## config.mk

```make
export PLATFORM = sky130hd
export DESIGN_NAME = output_display_driver_flat
export DESIGN_NICKNAME = d
export VERILOG_FILES = /design/src/rtl/display_pkg.sv /design/src/rtl/output_display_driver_if.sv /design/src/rtl/output_display_driver_bcd_to_seg7.sv /design/src/rtl/output_display_driver.sv /design/src/flat_wrapper.sv
export SDC_FILE = /design/constraint.sdc
export NUM_CORES = 1
export LEC_CHECK = 0
export ABC_AREA = 1
export CORE_UTILIZATION = 62
export CTS_CLUSTER_SIZE = 14
export DETAILED_ROUTE_END_ITERATION = 16
export MAX_ROUTING_LAYER = met4
export PLACE_DENSITY = 0.95
export SLEW_MARGIN = 20
export SYNTH_ARGS = -nofsm -noshare
export SYNTH_HDL_FRONTEND = slang
export SYNTH_SLANG_ARGS = --single-unit
export TNS_END_PERCENT = 10
```

## constraint.sdc

```tcl
create_clock -name clock -period 7.5 [get_ports clock]
set_input_delay 0.75 -clock clock [delete_from_list [all_inputs] [get_ports clock]]
set_output_delay 0.75 -clock clock [all_outputs]
set_load 0.05 [all_outputs]
```

## src/rtl/display_pkg.sv

```systemverilog
// Shared encodings for the output display driver: FSM states and active-low gfedcba glyphs.
// Pure constants; no timing or flow-control behaviour.
package display_pkg;

    typedef enum logic [1:0] {
        IDLE    = 2'd0,
        CONVERT = 2'd1,
        FINISH  = 2'd2
    } state_t;

    localparam int BCD_DIGITS = 10;

    localparam logic [6:0] SEG_BLANK = 7'b1111111;
    localparam logic [6:0] SEG_DASH  = 7'b0111111;

    localparam logic [6:0] SEG_0 = 7'b1000000;
    localparam logic [6:0] SEG_1 = 7'b1111001;
    localparam logic [6:0] SEG_2 = 7'b0100100;
    localparam logic [6:0] SEG_3 = 7'b0110000;
    localparam logic [6:0] SEG_4 = 7'b0011001;
    localparam logic [6:0] SEG_5 = 7'b0010010;
    localparam logic [6:0] SEG_6 = 7'b0000010;
    localparam logic [6:0] SEG_7 = 7'b1111000;
    localparam logic [6:0] SEG_8 = 7'b0000000;
    localparam logic [6:0] SEG_9 = 7'b0010000;

endpackage

```

## src/rtl/output_display_driver_if.sv

```systemverilog
// Start/operand request and display result bundle between the output stage and the display driver.
// The driver has no backpressure: start is only honoured while the driver is idle.
interface output_display_driver_if #(
    parameter int DATA_WIDTH = 32,
    parameter int NDIGITS    = 8
);
    logic                   start;
    logic [DATA_WIDTH-1:0]  datain;
    logic [7*NDIGITS-1:0]   segments;
    logic                   negative;
    logic                   overflow;
    logic                   busy;
    logic                   done;

    modport master (
        output start, datain,
        input  segments, negative, overflow, busy, done
    );

    modport slave (
        input  start, datain,
        output segments, negative, overflow, busy, done
    );
endinterface

```

## src/rtl/output_display_driver_bcd_to_seg7.sv

```systemverilog
// One BCD digit to active-low gfedcba segments; combinational, zero latency.
// Codes above 9 never occur in a valid accumulator and render blank.
module bcd_to_seg7
    import display_pkg::*;
(
    input  logic [3:0] bcd_i,
    input  logic       blank_i,
    output logic [6:0] seg_o
);
    always_comb begin
        seg_o = SEG_BLANK;
        if (!blank_i) begin
            case (bcd_i)
                4'd0:    seg_o = SEG_0;
                4'd1:    seg_o = SEG_1;
                4'd2:    seg_o = SEG_2;
                4'd3:    seg_o = SEG_3;
                4'd4:    seg_o = SEG_4;
                4'd5:    seg_o = SEG_5;
                4'd6:    seg_o = SEG_6;
                4'd7:    seg_o = SEG_7;
                4'd8:    seg_o = SEG_8;
                4'd9:    seg_o = SEG_9;
                default: seg_o = SEG_BLANK;
            endcase
        end
    end
endmodule

```

## src/rtl/output_display_driver.sv

```systemverilog
// Signed word to blanked 7-segment display via sequential double-dabble; done DATA_WIDTH+1 edges after start.
// No queueing: start is ignored while busy, display outputs hold between conversions.
module output_display_driver
    import display_pkg::*;
#(
    parameter int DATA_WIDTH = 32,
    parameter int NDIGITS    = 8
) (
    input  logic                   clock,
    input  logic                   reset,
    output_display_driver_if.slave bus
);
    localparam int CNT_W    = $clog2(DATA_WIDTH);
    localparam int BCD_BITS = 4 * BCD_DIGITS;

    state_t                 state_q, state_d;
    logic                   sign_q, sign_d;
    logic [DATA_WIDTH-1:0]  mag_q, mag_d;
    logic [BCD_BITS-1:0]    bcd_q, bcd_d, bcd_adj;
    logic [CNT_W-1:0]       cnt_q, cnt_d;
    logic [7*NDIGITS-1:0]   seg_q, seg_d, seg_num;
    logic                   neg_q, neg_d, ovf_q, ovf_d, done_q, done_d;
    logic                   ovf_c, seen_nz;
    logic [NDIGITS-1:0]     blank_c;

    // Overflow from digits beyond the display; blank every digit above the leading nonzero one.
    always_comb begin
        ovf_c   = 1'b0;
        seen_nz = 1'b0;
        blank_c = '0;
        for (int i = NDIGITS; i < BCD_DIGITS; i++)
            ovf_c = ovf_c | (bcd_q[4*i +: 4] != 4'd0);
        for (int k = NDIGITS - 1; k >= 0; k--) begin
            seen_nz    = seen_nz | (bcd_q[4*k +: 4] != 4'd0);
            blank_c[k] = (k != 0) && !seen_nz;
        end
    end

    for (genvar k = 0; k < NDIGITS; k++) begin : g_digit
        bcd_to_seg7 u_seg (
            .bcd_i   (bcd_q[4*k +: 4]),
            .blank_i (blank_c[k]),
            .seg_o   (seg_num[7*k +: 7])
        );
    end

    always_comb begin
        state_d = state_q;
        sign_d  = sign_q;
        mag_d   = mag_q;
        bcd_d   = bcd_q;
        cnt_d   = cnt_q;
        seg_d   = seg_q;
        neg_d   = neg_q;
        ovf_d   = ovf_q;
        done_d  = 1'b0;
        bcd_adj = bcd_q;
        for (int i = 0; i < BCD_DIGITS; i++)
            if (bcd_q[4*i +: 4] >= 4'd5)
                bcd_adj[4*i +: 4] = bcd_q[4*i +: 4] + 4'd3;

        case (state_q)
            IDLE: begin
                if (bus.start) begin
                    sign_d  = bus.datain[DATA_WIDTH-1];
                    mag_d   = bus.datain[DATA_WIDTH-1] ? (~bus.datain + 1'b1) : bus.datain;
                    bcd_d   = '0;
                    cnt_d   = '0;
                    state_d = CONVERT;
                end
            end
            CONVERT: begin
                {bcd_d, mag_d} = {bcd_adj[BCD_BITS-2:0], mag_q, 1'b0};
                cnt_d          = cnt_q + 1'b1;
                if (cnt_q == CNT_W'(DATA_WIDTH - 1))
                    state_d = FINISH;
            end
            FINISH: begin
                seg_d   = ovf_c ? {NDIGITS{SEG_DASH}} : seg_num;
                neg_d   = sign_q;
                ovf_d   = ovf_c;
                done_d  = 1'b1;
                state_d = IDLE;
            end
            default: state_d = IDLE;
        endcase
    end

    always_ff @(posedge clock or posedge reset) begin
        if (reset) begin
            state_q <= IDLE;
            sign_q  <= 1'b0;
            mag_q   <= '0;
            bcd_q   <= '0;
            cnt_q   <= '0;
            seg_q   <= '1;
            neg_q   <= 1'b0;
            ovf_q   <= 1'b0;
            done_q  <= 1'b0;
        end else begin
            state_q <= state_d;
            sign_q  <= sign_d;
            mag_q   <= mag_d;
            bcd_q   <= bcd_d;
            cnt_q   <= cnt_d;
            seg_q   <= seg_d;
            neg_q   <= neg_d;
            ovf_q   <= ovf_d;
            done_q  <= done_d;
        end
    end

    assign bus.segments = seg_q;
    assign bus.negative = neg_q;
    assign bus.overflow = ovf_q;
    assign bus.done     = done_q;
    assign bus.busy     = (state_q != IDLE);
endmodule

```

## src/flat_wrapper.sv

```systemverilog
// flat-port wrapper written by rule: the top's interface ports become plain ports
module output_display_driver_flat import display_pkg::*;
#(
    parameter int DATA_WIDTH = 32,
    parameter int NDIGITS    = 8
)
  (clock, reset, bus_start, bus_datain, bus_segments, bus_negative, bus_overflow, bus_busy, bus_done);
  output_display_driver_if #(.DATA_WIDTH(DATA_WIDTH), .NDIGITS(NDIGITS)) bus_i ();
  input  logic clock;
  input  logic reset;
  input wire logic [$bits(bus_i.start)-1:0] bus_start;
  input wire logic [$bits(bus_i.datain)-1:0] bus_datain;
  output wire logic [$bits(bus_i.segments)-1:0] bus_segments;
  output wire logic [$bits(bus_i.negative)-1:0] bus_negative;
  output wire logic [$bits(bus_i.overflow)-1:0] bus_overflow;
  output wire logic [$bits(bus_i.busy)-1:0] bus_busy;
  output wire logic [$bits(bus_i.done)-1:0] bus_done;
  assign bus_i.start = bus_start;
  assign bus_i.datain = bus_datain;
  assign bus_segments = bus_i.segments;
  assign bus_negative = bus_i.negative;
  assign bus_overflow = bus_i.overflow;
  assign bus_busy = bus_i.busy;
  assign bus_done = bus_i.done;
  output_display_driver #(.DATA_WIDTH(DATA_WIDTH), .NDIGITS(NDIGITS)) u_core (.clock(clock), .reset(reset), .bus(bus_i));
endmodule
```

==> results.json <==
{
  "firstDrtPassIters": 6,
  "drtIter0Drc": 926,
  "coreArea_mm2": 0.01288,
  "viasPerCell": 6.097,
  "place_congestion": 0.9602,
  "critPathLaunchType": "flip-flop",
  "reg2reg_slack_ps": 5240,
  "cts-htree-levels": 4,
  "ys_ff_latch": 139,
  "min_period_ps": 2562,
  "rr_startpoint": "u_core.bcd_q[36]",
  "netlist_area_mm2": 0.008334,
  "drtAntennaViolNets": 0,
  "synth_fp_nets": 1163,
  "worst-setup-path-type": "reg2out",
  "post_cts_buffers": 0,
  "fp.dieArea_mm2": 0.01391,
  "fmax_mhz": 390.3,
  "end_kind": "primary output",
  "postPlaceCellArea_mm2": 0.009389,
  "path_cells": "nor2_1 -> inv_1 -> clkdlybuf4s50_1",
  "ys_warn_count": 0,
  "fin_crit_sh": 0.3416,
  "synthCells": 1077,
  "area_growth_pct": 19.61,
  "max-cap-violations": 0,
  "cts.repair.resized": 0,
  "setup_viol": 0,
  "rsz0062_at_grt": "false",
  "placementRows": 41,
  "grt_use_total": 0.3449,
  "clkLatencyLatePin_ps": 440,
  "syn_area_per_cell_um2": 7.738,
  "combPwrFrac": 0.460,
  "start_util": 0.6473,
  "final_net_count": 1246,
  "synth.distinct_cells": 41,
  "grt_pass1_vias": 8109,
  "worstPathArrival_ps": 1810,
  "fin_worst_skew_ps": 15.16,
  "cp.required_ps": 6750,
  "grt_pass1_wl_mm": 37.66,
  "cts_buffers": 17,
  "hold_class": "reg2reg",
  "synth-async-reset-ratio": 1.000,
  "cts_buffer_depth": 2,
  "cts_sinks": 139,
  "wire_per_inst_um": 16.53,
  "overflow": 0,
  "power_switching_mw": 1.741,
  "switching_share": 0.4545,
  "peakVddDrop_mv": 0.2395,
  "clk_pin_slew_ps": 60,
  "drc": 0,
  "critPathLaunch": "u_core.state_q[1]",
  "cts-root-buf": "clkbuf_16",
  "portBuffers": 94,
  "slowest_stage": "clkdlybuf4s50_1",
  "outcome": "complete, no violations",
  "die_y_um": 117.9,
  "antenna_found_initial": 0,
  "p_per_area_mw_per_mm2": 384.3,
  "pwr-share-clk": 0.215,
  "power.leakage_nw": 4.553,
  "ios": 95,
  "tightest_slew_ps": 764.1,
  "grt_max_degree": 91,
  "num_antenna_cells": 0,
  "intPower_mw": 2.090,
  "drive_above_1_share": 0.1032,
  "synth_seq_area_share": 0.4258,
  "pwr-share-seq": 0.324,
  "setup_tns_ps": 0,
  "slew_headroom": 0.4906,
  "cts_hold_buffers": 0,
  "crit_path_max_fanout": 3,
  "cts_tree": "yes",
  "die_w_um": 117.9,
  "slowest_delay_ps": 690,
  "hold_viol": 0,
  "wl_mm": 22.23,
  "vias": 8201,
  "finalPower_mw": 3.831,
  "hp-start": "u_core.bus.segments[41]",
  "stdcell_area_mm2": 0.009968,
  "maxSlewViolCount": 0,
  "synth_edf_count": 0,
  "synth_flop_cell": "dfrtp_1",
  "dp_hpwl_mm": 14.30
}
through the flow:
step,worst slack (ps),std cells,utilization,hold WS (ps)
finish,4938,1345,0.7742,467.8
global route,4927,1345,0.7742,492.6
CTS,4950,1345,0.7742,468.4
detailed placement,4976,1313,0.7292,458.1
global placement,5003,1313,0.7292,449.6
floorplan,3118,1077,-,442.2
sequential cells by signal, indices dropped and copies added (netlist names):
| signal | flops |
|---|---|
| u_core.sign_q | 1 |
| u_core.bus.done | 1 |
| u_core.mag_q | 32 |
| u_core.state_q | 2 |
| u_core.bus.segments | 56 |
| u_core.bus.overflow | 1 |
| u_core.bcd_q | 40 |
| u_core.bus.negative | 1 |
| u_core.cnt_q | 5 |
area by class of cell:
type,count,area (um^2)
clock inverters,12,122.6
multi-input cells,783,4188
inverters,119,451.7
well taps,172,215.2
clock buffers,20,456.7
fillers,782,2908
flip-flops and latches,139,3548
repair buffers,100,985.9
synth_stat cells, types with 10 or more instances:
library cell  count  area share
inv_2            12      0.0054
nand3_1          54       0.032
o21ai_1          14      0.0084
buf_2            13      0.0078
a21oi_1          70       0.042
nand2_1         230        0.10
clkbuf_1         22      0.0099
a22oi_1          30       0.027
dfrtp_1          83        0.25
o22ai_1          30       0.023
xor2_1           13       0.014
o21ai_0          90       0.054
inv_1           104       0.047
nor3_1           12      0.0072
o211ai_1         10      0.0090
dfstp_2          56        0.18
ha_1             51       0.077
nor2_1          131       0.059
worst paths after layout:
path / end / cells past startpoint
worst max-delay path: bus_busy / 3
worst min-delay path: u_core.bus.segments[41] / 2
worst max register to register: u_core.bus.segments[26] / 9
worst min register to register: u_core.bus.segments[41] / 2
max in group asynchronous: u_core.bcd_q[4] / 3
min in group asynchronous: u_core.mag_q[7] / 2
cell usage in the layout (no fill, tap or decap), types with 14 or more instances in the layout:
master and n:
o21ai_0 90, a21oi_1 70, dfstp_2 56, clkdlybuf4s50_1 94, dfrtp_1 83, o21ai_1 14, nand3_1 54, ha_1 51
nand2_1 230, clkbuf_16 17, a22oi_1 30, nor2_1 130, o22ai_1 30, inv_1 103
power groups by stage:
| stage | Sequential (mW) | Clock (mW) | Combinational (mW) |
|---|---|---|---|
| finish | 1.24 | 0.825 | 1.76 |
| global route | 1.26 | 0.854 | 1.96 |
| CTS | 1.23 | 0.827 | 1.72 |
| detailed placement | 1.23 | 0 | 1.62 |
| global placement | 1.22 | 0 | 1.53 |
| floorplan | 1.16 | 0 | 1.29 |
critical path, delay by kind of cell (launching register included):
family / cells / cell delay [ps]
flops: 1 / 430
simple gates: 1 / 190
buf+inv: 2 / 750
kinds of logic (layout without fill, tap and decap cells):
kind of cell / after synthesis / in the layout / share of synthesized area
simple gates: 448 / 448 / 0.2243
compound gates: 271 / 271 / 0.1871
buf+inv: 155 / 251 / 0.07266
flops: 139 / 139 / 0.4258
fa+ha+maj: 51 / 51 / 0.07656
xor+xnor: 13 / 13 / 0.01366
metal layers:
layer	up-vias	part of all wire	global-route usage
li1	3767	-	-
met1	3817	0.39	0.3996
met2	498	0.48	0.5691
met3	119	0.077	0.06492
met4	0	0.046	0.1827
met5	-	0	-
No activity file was read; power rests on OpenSTA's default activity.
